===== src/rtl/batch_sign_lut_pkg.sv =====
// -----------------------------------------------------------------------------
// batch_sign_lut_pkg
// Shared estimation-filter definitions:
//   FRAC_W_DEF       default number of fractional coefficient bits
//   cword_t / cplx_t wide signed fixed-point component and complex pair; every
//                    narrower component fits losslessly, so one type serves all
//                    parameterisations
//   word_sign_term   sign-extend a component from bit w-1, negate if !pos
//   cplx_sign_term   the same operation applied to a complex pair
// -----------------------------------------------------------------------------
package batch_sign_lut_pkg;

   localparam int FRAC_W_DEF = 14;
   localparam int CPLX_W     = 32;

   typedef logic signed [CPLX_W-1:0] cword_t;

   typedef struct packed {
      cword_t re;
      cword_t im;
   } cplx_t;

   // The shift pair sign-extends from bit w-1. Negation happens at full width,
   // so negating the most negative w-bit value is exact.
   function automatic cword_t word_sign_term(input cword_t x, input int w, input logic pos);
      cword_t ext;
      ext = (x <<< (CPLX_W - w)) >>> (CPLX_W - w);
      if (pos) begin
         word_sign_term = ext;
      end else begin
         word_sign_term = -ext;
      end
   endfunction

   function automatic cplx_t cplx_sign_term(input cplx_t c, input int w, input logic pos);
      cplx_t r;
      r.re = word_sign_term(c.re, w, pos);
      r.im = word_sign_term(c.im, w, pos);
      return r;
   endfunction

endpackage


===== src/rtl/batch_sign_lut_if.sv =====
// -----------------------------------------------------------------------------
// batch_sign_lut_if
// Bundles the sample path, the coefficient config port and the result port.
//   in_valid, sel                       sample strobe + M control bits
//   cfg_we, cfg_addr, cfg_re, cfg_im    shadow-bank write
//   cfg_commit                          shadow -> active copy
//   out_valid, out_re, out_im           signed complex sum
// master: the producer of samples/config; slave: batch_sign_lut itself.
// -----------------------------------------------------------------------------
interface batch_sign_lut_if #(
   parameter int M      = 4,
   parameter int DATA_W = 16,
   parameter int OUT_W  = DATA_W + $clog2(M) + 1
);
   localparam int AW = (M > 1) ? $clog2(M) : 1;

   logic                     in_valid;
   logic [M-1:0]             sel;
   logic                     cfg_we;
   logic [AW-1:0]            cfg_addr;
   logic signed [DATA_W-1:0] cfg_re;
   logic signed [DATA_W-1:0] cfg_im;
   logic                     cfg_commit;
   logic                     out_valid;
   logic signed [OUT_W-1:0]  out_re;
   logic signed [OUT_W-1:0]  out_im;

   modport master (
      output in_valid, sel, cfg_we, cfg_addr, cfg_re, cfg_im, cfg_commit,
      input  out_valid, out_re, out_im
   );

   modport slave (
      input  in_valid, sel, cfg_we, cfg_addr, cfg_re, cfg_im, cfg_commit,
      output out_valid, out_re, out_im
   );

endinterface


===== src/rtl/batch_sign_lut_complex_add_tree.sv =====
// -----------------------------------------------------------------------------
// complex_add_tree
// Pipelined binary adder tree over N complex operands, one register per level
// ($clog2(N) levels). An odd leftover operand at a level is registered unchanged
// so every operand of a sample arrives at the root on the same cycle. The valid
// bit travels alongside; a level only loads when its incoming valid is set, so
// the outputs hold the last valid result while out_valid_o is low.
// No width growth: the caller sizes IN_W to hold the full sum.
//   clk, rst_n            clock, async active-low reset
//   in_valid_i            operand strobe
//   in_re_i, in_im_i      N packed IN_W-bit operands (operand j at [j*IN_W +: IN_W])
//   out_valid_o           result strobe
//   out_re_o, out_im_o    IN_W-bit sums
// -----------------------------------------------------------------------------
module complex_add_tree
   import batch_sign_lut_pkg::*;
#(
   parameter int N    = 4,
   parameter int IN_W = 19
) (
   input  logic              clk,
   input  logic              rst_n,
   input  logic              in_valid_i,
   input  logic [N*IN_W-1:0] in_re_i,
   input  logic [N*IN_W-1:0] in_im_i,
   output logic              out_valid_o,
   output logic [IN_W-1:0]   out_re_o,
   output logic [IN_W-1:0]   out_im_o
);

   localparam int D = $clog2(N);

   // Operand count present at level l (level 0 = tree inputs).
   function automatic int cnt_at(input int l);
      return (N + (1 << l) - 1) >> l;
   endfunction

   // Position of level l's first node in the flat register vector.
   function automatic int base_at(input int l);
      int b;
      b = 0;
      for (int k = 1; k < l; k++) begin
         b = b + cnt_at(k);
      end
      return b;
   endfunction

   localparam int TOT = base_at(D + 1);

   generate
      if (D == 0) begin : g_flat
         assign out_valid_o = in_valid_i;
         assign out_re_o    = in_re_i;
         assign out_im_o    = in_im_i;
      end else begin : g_tree
         logic [TOT*IN_W-1:0] re_q;
         logic [TOT*IN_W-1:0] im_q;
         logic [D-1:0]        vld_q;

         for (genvar l = 1; l <= D; l++) begin : g_lvl
            localparam int NIN  = cnt_at(l - 1);
            localparam int NOUT = cnt_at(l);
            localparam int BI   = base_at(l - 1);
            localparam int BO   = base_at(l);

            logic                vin_s;
            logic [NIN*IN_W-1:0] src_re_s;
            logic [NIN*IN_W-1:0] src_im_s;

            if (l == 1) begin : g_src_in
               assign vin_s    = in_valid_i;
               assign src_re_s = in_re_i;
               assign src_im_s = in_im_i;
            end else begin : g_src_prev
               assign vin_s    = vld_q[l-2];
               assign src_re_s = re_q[BI*IN_W +: NIN*IN_W];
               assign src_im_s = im_q[BI*IN_W +: NIN*IN_W];
            end

            // Valid bit for this level.
            always_ff @(posedge clk or negedge rst_n) begin
               if (!rst_n) begin
                  vld_q[l-1] <= 1'b0;
               end else begin
                  vld_q[l-1] <= vin_s;
               end
            end

            for (genvar j = 0; j < NOUT; j++) begin : g_node
               if (2 * j + 1 < NIN) begin : g_add
                  // Pairwise sum, loaded only with a valid sample.
                  always_ff @(posedge clk or negedge rst_n) begin
                     if (!rst_n) begin
                        re_q[(BO+j)*IN_W +: IN_W] <= '0;
                        im_q[(BO+j)*IN_W +: IN_W] <= '0;
                     end else if (vin_s) begin
                        re_q[(BO+j)*IN_W +: IN_W] <= src_re_s[(2*j)*IN_W +: IN_W]
                                                   + src_re_s[(2*j+1)*IN_W +: IN_W];
                        im_q[(BO+j)*IN_W +: IN_W] <= src_im_s[(2*j)*IN_W +: IN_W]
                                                   + src_im_s[(2*j+1)*IN_W +: IN_W];
                     end
                  end
               end else begin : g_pass
                  // Odd leftover: delay by one level to stay aligned.
                  always_ff @(posedge clk or negedge rst_n) begin
                     if (!rst_n) begin
                        re_q[(BO+j)*IN_W +: IN_W] <= '0;
                        im_q[(BO+j)*IN_W +: IN_W] <= '0;
                     end else if (vin_s) begin
                        re_q[(BO+j)*IN_W +: IN_W] <= src_re_s[(2*j)*IN_W +: IN_W];
                        im_q[(BO+j)*IN_W +: IN_W] <= src_im_s[(2*j)*IN_W +: IN_W];
                     end
                  end
               end
            end
         end

         assign out_valid_o = vld_q[D-1];
         assign out_re_o    = re_q[(TOT-1)*IN_W +: IN_W];
         assign out_im_o    = im_q[(TOT-1)*IN_W +: IN_W];
      end
   endgenerate

endmodule


===== src/rtl/batch_sign_lut.sv =====
// -----------------------------------------------------------------------------
// batch_sign_lut
// Per sample, sums sel[k] ? +c_k : -c_k over M complex coefficients. The
// coefficients are double-buffered: config writes land in a shadow bank and
// cfg_commit copies the whole shadow bank into the active bank that the data
// path reads. Latency is 1 + $clog2(M) cycles, one sample per clock.
//   clk, rst_n   clock, async active-low reset (clears banks and pipeline)
//   bus (slave)  sample in, config port, result out (see batch_sign_lut_if)
// -----------------------------------------------------------------------------
module batch_sign_lut
   import batch_sign_lut_pkg::*;
#(
   parameter int M      = 4,
   parameter int DATA_W = 16,
   parameter int FRAC_W = FRAC_W_DEF,
   parameter int OUT_W  = DATA_W + $clog2(M) + 1
) (
   input  logic              clk,
   input  logic              rst_n,
   batch_sign_lut_if.slave   bus
);

   localparam int AW = (M > 1) ? $clog2(M) : 1;

   // A narrower OUT_W could wrap the sum, which the design never saturates.
   generate
      if ((M < 1) || (OUT_W < DATA_W + $clog2(M) + 1) || (FRAC_W >= DATA_W)) begin : g_bad_param
         $error("batch_sign_lut: illegal M/OUT_W/FRAC_W combination");
      end
   endgenerate

   logic signed [DATA_W-1:0] sh_re_q  [M];
   logic signed [DATA_W-1:0] sh_im_q  [M];
   logic signed [DATA_W-1:0] act_re_q [M];
   logic signed [DATA_W-1:0] act_im_q [M];
   logic signed [OUT_W-1:0]  term_re_q [M];
   logic signed [OUT_W-1:0]  term_im_q [M];
   logic [M*OUT_W-1:0]       leaf_re_s;
   logic [M*OUT_W-1:0]       leaf_im_s;
   logic                     vld0_q;

   generate
      for (genvar k = 0; k < M; k++) begin : g_coef
         localparam logic [AW-1:0] K_ADDR = AW'(k);

         // Coefficient banks. Commit reads the shadow value from before this
         // edge, so a write in the commit cycle needs a further commit.
         // Addresses >= M match no entry and are dropped.
         always_ff @(posedge clk or negedge rst_n) begin
            if (!rst_n) begin
               sh_re_q[k]  <= '0;
               sh_im_q[k]  <= '0;
               act_re_q[k] <= '0;
               act_im_q[k] <= '0;
            end else begin
               if (bus.cfg_commit) begin
                  act_re_q[k] <= sh_re_q[k];
                  act_im_q[k] <= sh_im_q[k];
               end
               if (bus.cfg_we && (bus.cfg_addr == K_ADDR)) begin
                  sh_re_q[k] <= bus.cfg_re;
                  sh_im_q[k] <= bus.cfg_im;
               end
            end
         end

         // Sign stage: widen before negating so -(-2^(DATA_W-1)) is exact.
         always_ff @(posedge clk or negedge rst_n) begin
            if (!rst_n) begin
               term_re_q[k] <= '0;
               term_im_q[k] <= '0;
            end else if (bus.in_valid) begin
               term_re_q[k] <= OUT_W'(word_sign_term(cword_t'(act_re_q[k]), DATA_W, bus.sel[k]));
               term_im_q[k] <= OUT_W'(word_sign_term(cword_t'(act_im_q[k]), DATA_W, bus.sel[k]));
            end
         end

         assign leaf_re_s[k*OUT_W +: OUT_W] = term_re_q[k];
         assign leaf_im_s[k*OUT_W +: OUT_W] = term_im_q[k];
      end
   endgenerate

   // Valid bit of the sign stage.
   always_ff @(posedge clk or negedge rst_n) begin
      if (!rst_n) begin
         vld0_q <= 1'b0;
      end else begin
         vld0_q <= bus.in_valid;
      end
   end

   complex_add_tree #(
      .N    (M),
      .IN_W (OUT_W)
   ) u_tree (
      .clk         (clk),
      .rst_n       (rst_n),
      .in_valid_i  (vld0_q),
      .in_re_i     (leaf_re_s),
      .in_im_i     (leaf_im_s),
      .out_valid_o (bus.out_valid),
      .out_re_o    (bus.out_re),
      .out_im_o    (bus.out_im)
   );

endmodule


===== src/flat_wrapper.sv =====
// flat-port wrapper written by rule: the top's interface ports become plain ports
module batch_sign_lut_flat import batch_sign_lut_pkg::*;
#(
   parameter int M      = 4,
   parameter int DATA_W = 16,
   parameter int FRAC_W = FRAC_W_DEF,
   parameter int OUT_W  = DATA_W + $clog2(M) + 1
)
  (clk, rst_n, bus_in_valid, bus_sel, bus_cfg_we, bus_cfg_addr, bus_cfg_re, bus_cfg_im, bus_cfg_commit, bus_out_valid, bus_out_re, bus_out_im);
  batch_sign_lut_if #(.M(M), .DATA_W(DATA_W), .OUT_W(OUT_W)) bus_i ();
  input  logic clk;
  input  logic rst_n;
  input wire logic [$bits(bus_i.in_valid)-1:0] bus_in_valid;
  input wire logic [$bits(bus_i.sel)-1:0] bus_sel;
  input wire logic [$bits(bus_i.cfg_we)-1:0] bus_cfg_we;
  input wire logic [$bits(bus_i.cfg_addr)-1:0] bus_cfg_addr;
  input wire logic [$bits(bus_i.cfg_re)-1:0] bus_cfg_re;
  input wire logic [$bits(bus_i.cfg_im)-1:0] bus_cfg_im;
  input wire logic [$bits(bus_i.cfg_commit)-1:0] bus_cfg_commit;
  output wire logic [$bits(bus_i.out_valid)-1:0] bus_out_valid;
  output wire logic [$bits(bus_i.out_re)-1:0] bus_out_re;
  output wire logic [$bits(bus_i.out_im)-1:0] bus_out_im;
  assign bus_i.in_valid = bus_in_valid;
  assign bus_i.sel = bus_sel;
  assign bus_i.cfg_we = bus_cfg_we;
  assign bus_i.cfg_addr = bus_cfg_addr;
  assign bus_i.cfg_re = bus_cfg_re;
  assign bus_i.cfg_im = bus_cfg_im;
  assign bus_i.cfg_commit = bus_cfg_commit;
  assign bus_out_valid = bus_i.out_valid;
  assign bus_out_re = bus_i.out_re;
  assign bus_out_im = bus_i.out_im;
  batch_sign_lut #(.M(M), .DATA_W(DATA_W), .FRAC_W(FRAC_W), .OUT_W(OUT_W)) u_core (.clk(clk), .rst_n(rst_n), .bus(bus_i));
endmodule

===== config.mk =====
export PLATFORM = sky130hd
export DESIGN_NAME = batch_sign_lut_flat
export DESIGN_NICKNAME = d
export VERILOG_FILES = /design/src/rtl/batch_sign_lut_pkg.sv /design/src/rtl/batch_sign_lut_if.sv /design/src/rtl/batch_sign_lut_complex_add_tree.sv /design/src/rtl/batch_sign_lut.sv /design/src/flat_wrapper.sv
export SDC_FILE = /design/constraint.sdc
export NUM_CORES = 1
export LEC_CHECK = 0
export CORE_UTILIZATION = 55
export DETAILED_ROUTE_END_ITERATION = 8
export HOLD_SLACK_MARGIN = 0.15
export PLACE_DENSITY = 0.82
export SETUP_SLACK_MARGIN = 0.2
export SLEW_MARGIN = 20
export SYNTH_ARGS = -nofsm -noshare
export SYNTH_HDL_FRONTEND = slang
export SYNTH_SLANG_ARGS = --single-unit

===== constraint.sdc =====
create_clock -name clk -period 2.7 [get_ports clk]
set_input_delay 0.27 -clock clk [delete_from_list [all_inputs] [get_ports clk]]
set_output_delay 0.27 -clock clk [all_outputs]
set_load 0.05 [all_outputs]

==> qor.csv <==
stage;metric;value;unit
synthesis;synth-edff-count;0;
clock_network;clk_latency;620;ps
clock_network;cts.sinks;525;
worst_setup_path;worstPathArrival;2940;ps
global_route;grt_util_met3;0.0428;
worst_setup_path;critPathCaptureType;flop;
final_layout;mostFrequentLayoutCell;dfrtp_1;
synthesis;synth_seq_cells;525;
synthesis;syn_inst;2450;
final_layout;final_cell_mix;dfrtp_1, mux2_2, a21oi_1;
worst_setup_path;crit_type;flop to flop;
clock_network;cts_tree;yes;
flow_run;drv_cap;0;
synthesis;ys_types;67;
global_route;grt_max_degree;160;
worst_setup_path;cp.required;3140;ps
global_route;grt_pass1_wl;101000;um
synthesis;synth_area_per_cell;10.8;um^2
global_route;antenna_found_initial;1;
run_status;status;complete, no violations;
worst_setup_path;startpoint_type;flop;
sta;drv_slew;0;
synthesis;ys_warn_count;0;
floorplanning;ioPinCount;82;
floorplanning;coreArea;0.0476;mm^2
global_route;grt-ovfl-total;0;
detailed_routing;drtIter0Drc;1630;
power_and_ir_drop;p_leak;13.0;nW
clock_network;clk_path_buf_depth;3;
detailed_routing;drt-vias-per-instance;5.92;
worst_setup_path;slowest_delay;380;ps
detailed_routing;num_vias;19100;
floorplanning;start_util;0.558;
sta;tightest_slew;987;ps
clock_network;h-tree-depth;2;
floorplanning;rows;80;
global_route;grt.total_usage;0.256;
worst_setup_path;reg2regPathDepth;9;
final_layout;n_fill_cell;3511;
detailed_routing;drtAntennaViolNets;0;
detailed_routing;drcViolationCount;0;
worst_setup_path;path_cells;ha_1 -> nor2b_2 -> o31ai_4 -> nand3b_1 -> a31oi_4 -> a21oi_4 -> a221oi_2 -> xnor2_1 -> a21oi_1;
placement;gp_congestion;0.893;
global_route;use_met2;0.388;
floorplanning;die_area;0.0492;mm^2
clock_network;cts_root_buf;clkbuf_16;
synthesis;syn_nets;2615;
detailed_routing;wl_per_cell;19.7;um
global_route;grt_pass1_vias;18700;
worst_setup_path;crit_slowest_cell;dfrtp_1;
clock_network;cts-buffers-inserted;52;
sta;rsz0062_at_grt;true;
sta;final.setup.tns;0;ps
sta;min_period_over_period;0.925;
sta;fin_crit;2500;ps
sta;max_freq;401;MHz
power_and_ir_drop;vdd_drop_max;0.000619;V
final_layout;antenna_cells;0;
placement;portBuffers;81;
sta;fin_skew;27.7;ps
worst_setup_path;rr_endpoint;u_core.u_tree.g_tree.g_lvl[2].src_im_s[18];
worst_setup_path;reg2reg_from;u_core.leaf_im_s[2];
worst_setup_path;path_max_fanout;4;
synthesis;yosysSeqAreaShare;0.494;
hold_path;min_path_type;input pin to asynchronous set/reset pin;
sta;hold-worst-slack;259;ps
sta;final-setup-viol-count;0;
synthesis;netlist_area;0.0266;mm^2
worst_setup_path;rrSetupSlack;200;ps
synthesis;synthFlopType;dfrtp_1;
global_route;met1_usage;0.381;
detailed_routing;drt-total-wl;63300;um
final_layout;syn_to_final_growth;15.7;%
floorplanning;die_w;222;um
synthesis;async_flop_share;1.00;
final_layout;nNetsFinal;2730;
placement;dp_hpwl;43900;um
power_and_ir_drop;p_per_area;1160;mW/mm^2
sta;timing.slew.headroom;0.342;
global_route;top_usage_layer;met2;
clock_network;clkSlewWorstSetupHoldPaths;60;ps
final_layout;drive_gt1_frac;0.221;
sta;hold_viol;0;
floorplanning;die_y;222;um
detailed_routing;drt_first_pass_iters;5;
[report_power, final]
group          total [mW]  switching (mW)  internal (mW)
Clock                7.74            3.14           4.60
Sequential           12.1            1.93           10.1
Combinational        15.8            8.57           7.25
Total                35.6            13.6           22.0
[per-stage QoR]
stage	std cells	total power, mW	setup slack, ps	cell area (um^2)	util
after detailed placement	3098	26.5	59.8	28300	0.593
final	3222	35.6	204	30700	0.645
after global routing	3222	37.7	73.7	30700	0.645
after floorplan	2450	22.2	242	26600	-
after global placement	3098	25.9	111	28300	0.593
after CTS	3205	34.7	156	30300	0.636
[layout make-up]
class,count,area (um^2),share of cell area
flip-flops and latches,525,13100,0.428
clock inverters,26,377,0.0123
inverters,76,285,0.00928
repair buffers,160,1500,0.0489
well taps,615,769,0.0250
multi-input cells,1750,13200,0.429
clock buffers,70,1470,0.0478
[worst max path at each step]
| stage | startpoint | endpoint | slack [ps] | cells after the start |
|---|---|---|---|---|
| after floorplan | u_core.u_tree.g_tree.g_lvl[2].src_re_s[0] | u_core.u_tree.out_re_o[14] | 240 | 11 |
| after global placement | u_core.u_tree.g_tree.g_lvl[2].src_re_s[0] | u_core.u_tree.out_re_o[14] | 110 | 11 |
| after detailed placement | u_core.u_tree.g_tree.g_lvl[2].src_re_s[19] | u_core.u_tree.out_re_o[14] | 60 | 11 |
| after CTS | u_core.leaf_im_s[0] | u_core.u_tree.g_tree.g_lvl[2].src_im_s[18] | 160 | 11 |
| after global routing | u_core.leaf_im_s[0] | u_core.u_tree.g_tree.g_lvl[2].src_im_s[18] | 70 | 11 |
| final | u_core.leaf_im_s[2] | u_core.u_tree.g_tree.g_lvl[2].src_im_s[18] | 200 | 9 |
[flip-flops by register name, indices dropped and copies added, names as in the netlist]
register and flops:
u_core.leaf_im_s 76, u_core.u_tree.g_tree.g_lvl.src_im_s 38, u_core.u_tree.g_tree.g_lvl.src_re_s 38, u_core.u_tree.out_valid_o 1, u_core.u_tree.g_tree.g_lvl.vin_s 1, u_core.u_tree.out_im_o 19
u_core.act_re_q 64, u_core.sh_im_q 64, u_core.sh_re_q 64, u_core.act_im_q 64, u_core.u_tree.out_re_o 19, u_core.leaf_re_s 76
u_core.vld0_q 1
[cells in the mapped netlist, types with 3 or more instances]
| master | n | area share |
|---|---|---|
| mux2i_1 | 20 | 0.0075 |
| nor2b_1 | 31 | 0.0073 |
| buf_1 | 26 | 0.0037 |
| or3_1 | 7 | 0.0016 |
| mux2_2 | 309 | 0.13 |
| o21ai_1 | 8 | 0.0015 |
| nor3_1 | 36 | 0.0068 |
| nor4_1 | 16 | 0.0038 |
| dfrtp_1 | 525 | 0.49 |
| a21oi_1 | 286 | 0.054 |
| o31ai_2 | 3 | 0.0014 |
| nand2_1 | 95 | 0.013 |
| or2_2 | 4 | 0.00094 |
| a31oi_1 | 21 | 0.0049 |
| nand3b_1 | 8 | 0.0023 |
| nand2b_1 | 10 | 0.0024 |
| clkbuf_1 | 73 | 0.010 |
| ha_1 | 116 | 0.055 |
| xor2_1 | 29 | 0.0096 |
| a21o_1 | 29 | 0.0082 |
| fa_1 | 6 | 0.0045 |
| and3_1 | 11 | 0.0026 |
| a311oi_1 | 7 | 0.0023 |
| o21a_1 | 35 | 0.0099 |
| a211oi_1 | 18 | 0.0051 |
| and4b_1 | 3 | 0.0011 |
| o22ai_1 | 7 | 0.0016 |
| o21bai_1 | 10 | 0.0028 |
| nor2_1 | 275 | 0.039 |
| nand4_1 | 10 | 0.0024 |
| or4_1 | 3 | 0.00085 |
| xnor2_1 | 171 | 0.056 |
| nand3_1 | 13 | 0.0024 |
| o21ai_0 | 94 | 0.018 |
| o211ai_1 | 7 | 0.0020 |
| nor3b_1 | 8 | 0.0023 |
| inv_1 | 76 | 0.011 |
| and2_1 | 4 | 0.00094 |
[worst max-delay path, delay by kind of cell, from the launching register on]
family                     cells  cell delay [ps]
AOI/OAI and AO/OA              5             1030
xor gates and xnor gates       1              150
adders and majority gates      1              370
DFF                            1              380
and+or+nand+nor                2              400
[timing repair]
action                     4_1_cts  5_1_grt
setup buffers                    9       17
gates resized for setup         24       71
hold buffers                     2        0
pin swaps                       15       55
setup endpoints to repair       23       35
hold endpoints to repair        60        0
[cells by family after synthesis]
kind of cell / count (synthesis) / share of synthesized area
buf+inv: 175 / 0.0247
compound gates: 554 / 0.123
xor+xnor: 200 / 0.0659
flops: 525 / 0.494
simple gates: 544 / 0.0939
fa+ha+maj: 122 / 0.0592
mux: 330 / 0.139
[metal layers]
metal | vias up | part of all wire
li1 | 8854 | -
met5 | - | 0.00019
met2 | 582 | 0.45
met4 | 2 | 0.025
met3 | 122 | 0.063
met1 | 9515 | 0.47
(Power assumes the default switching activity.)
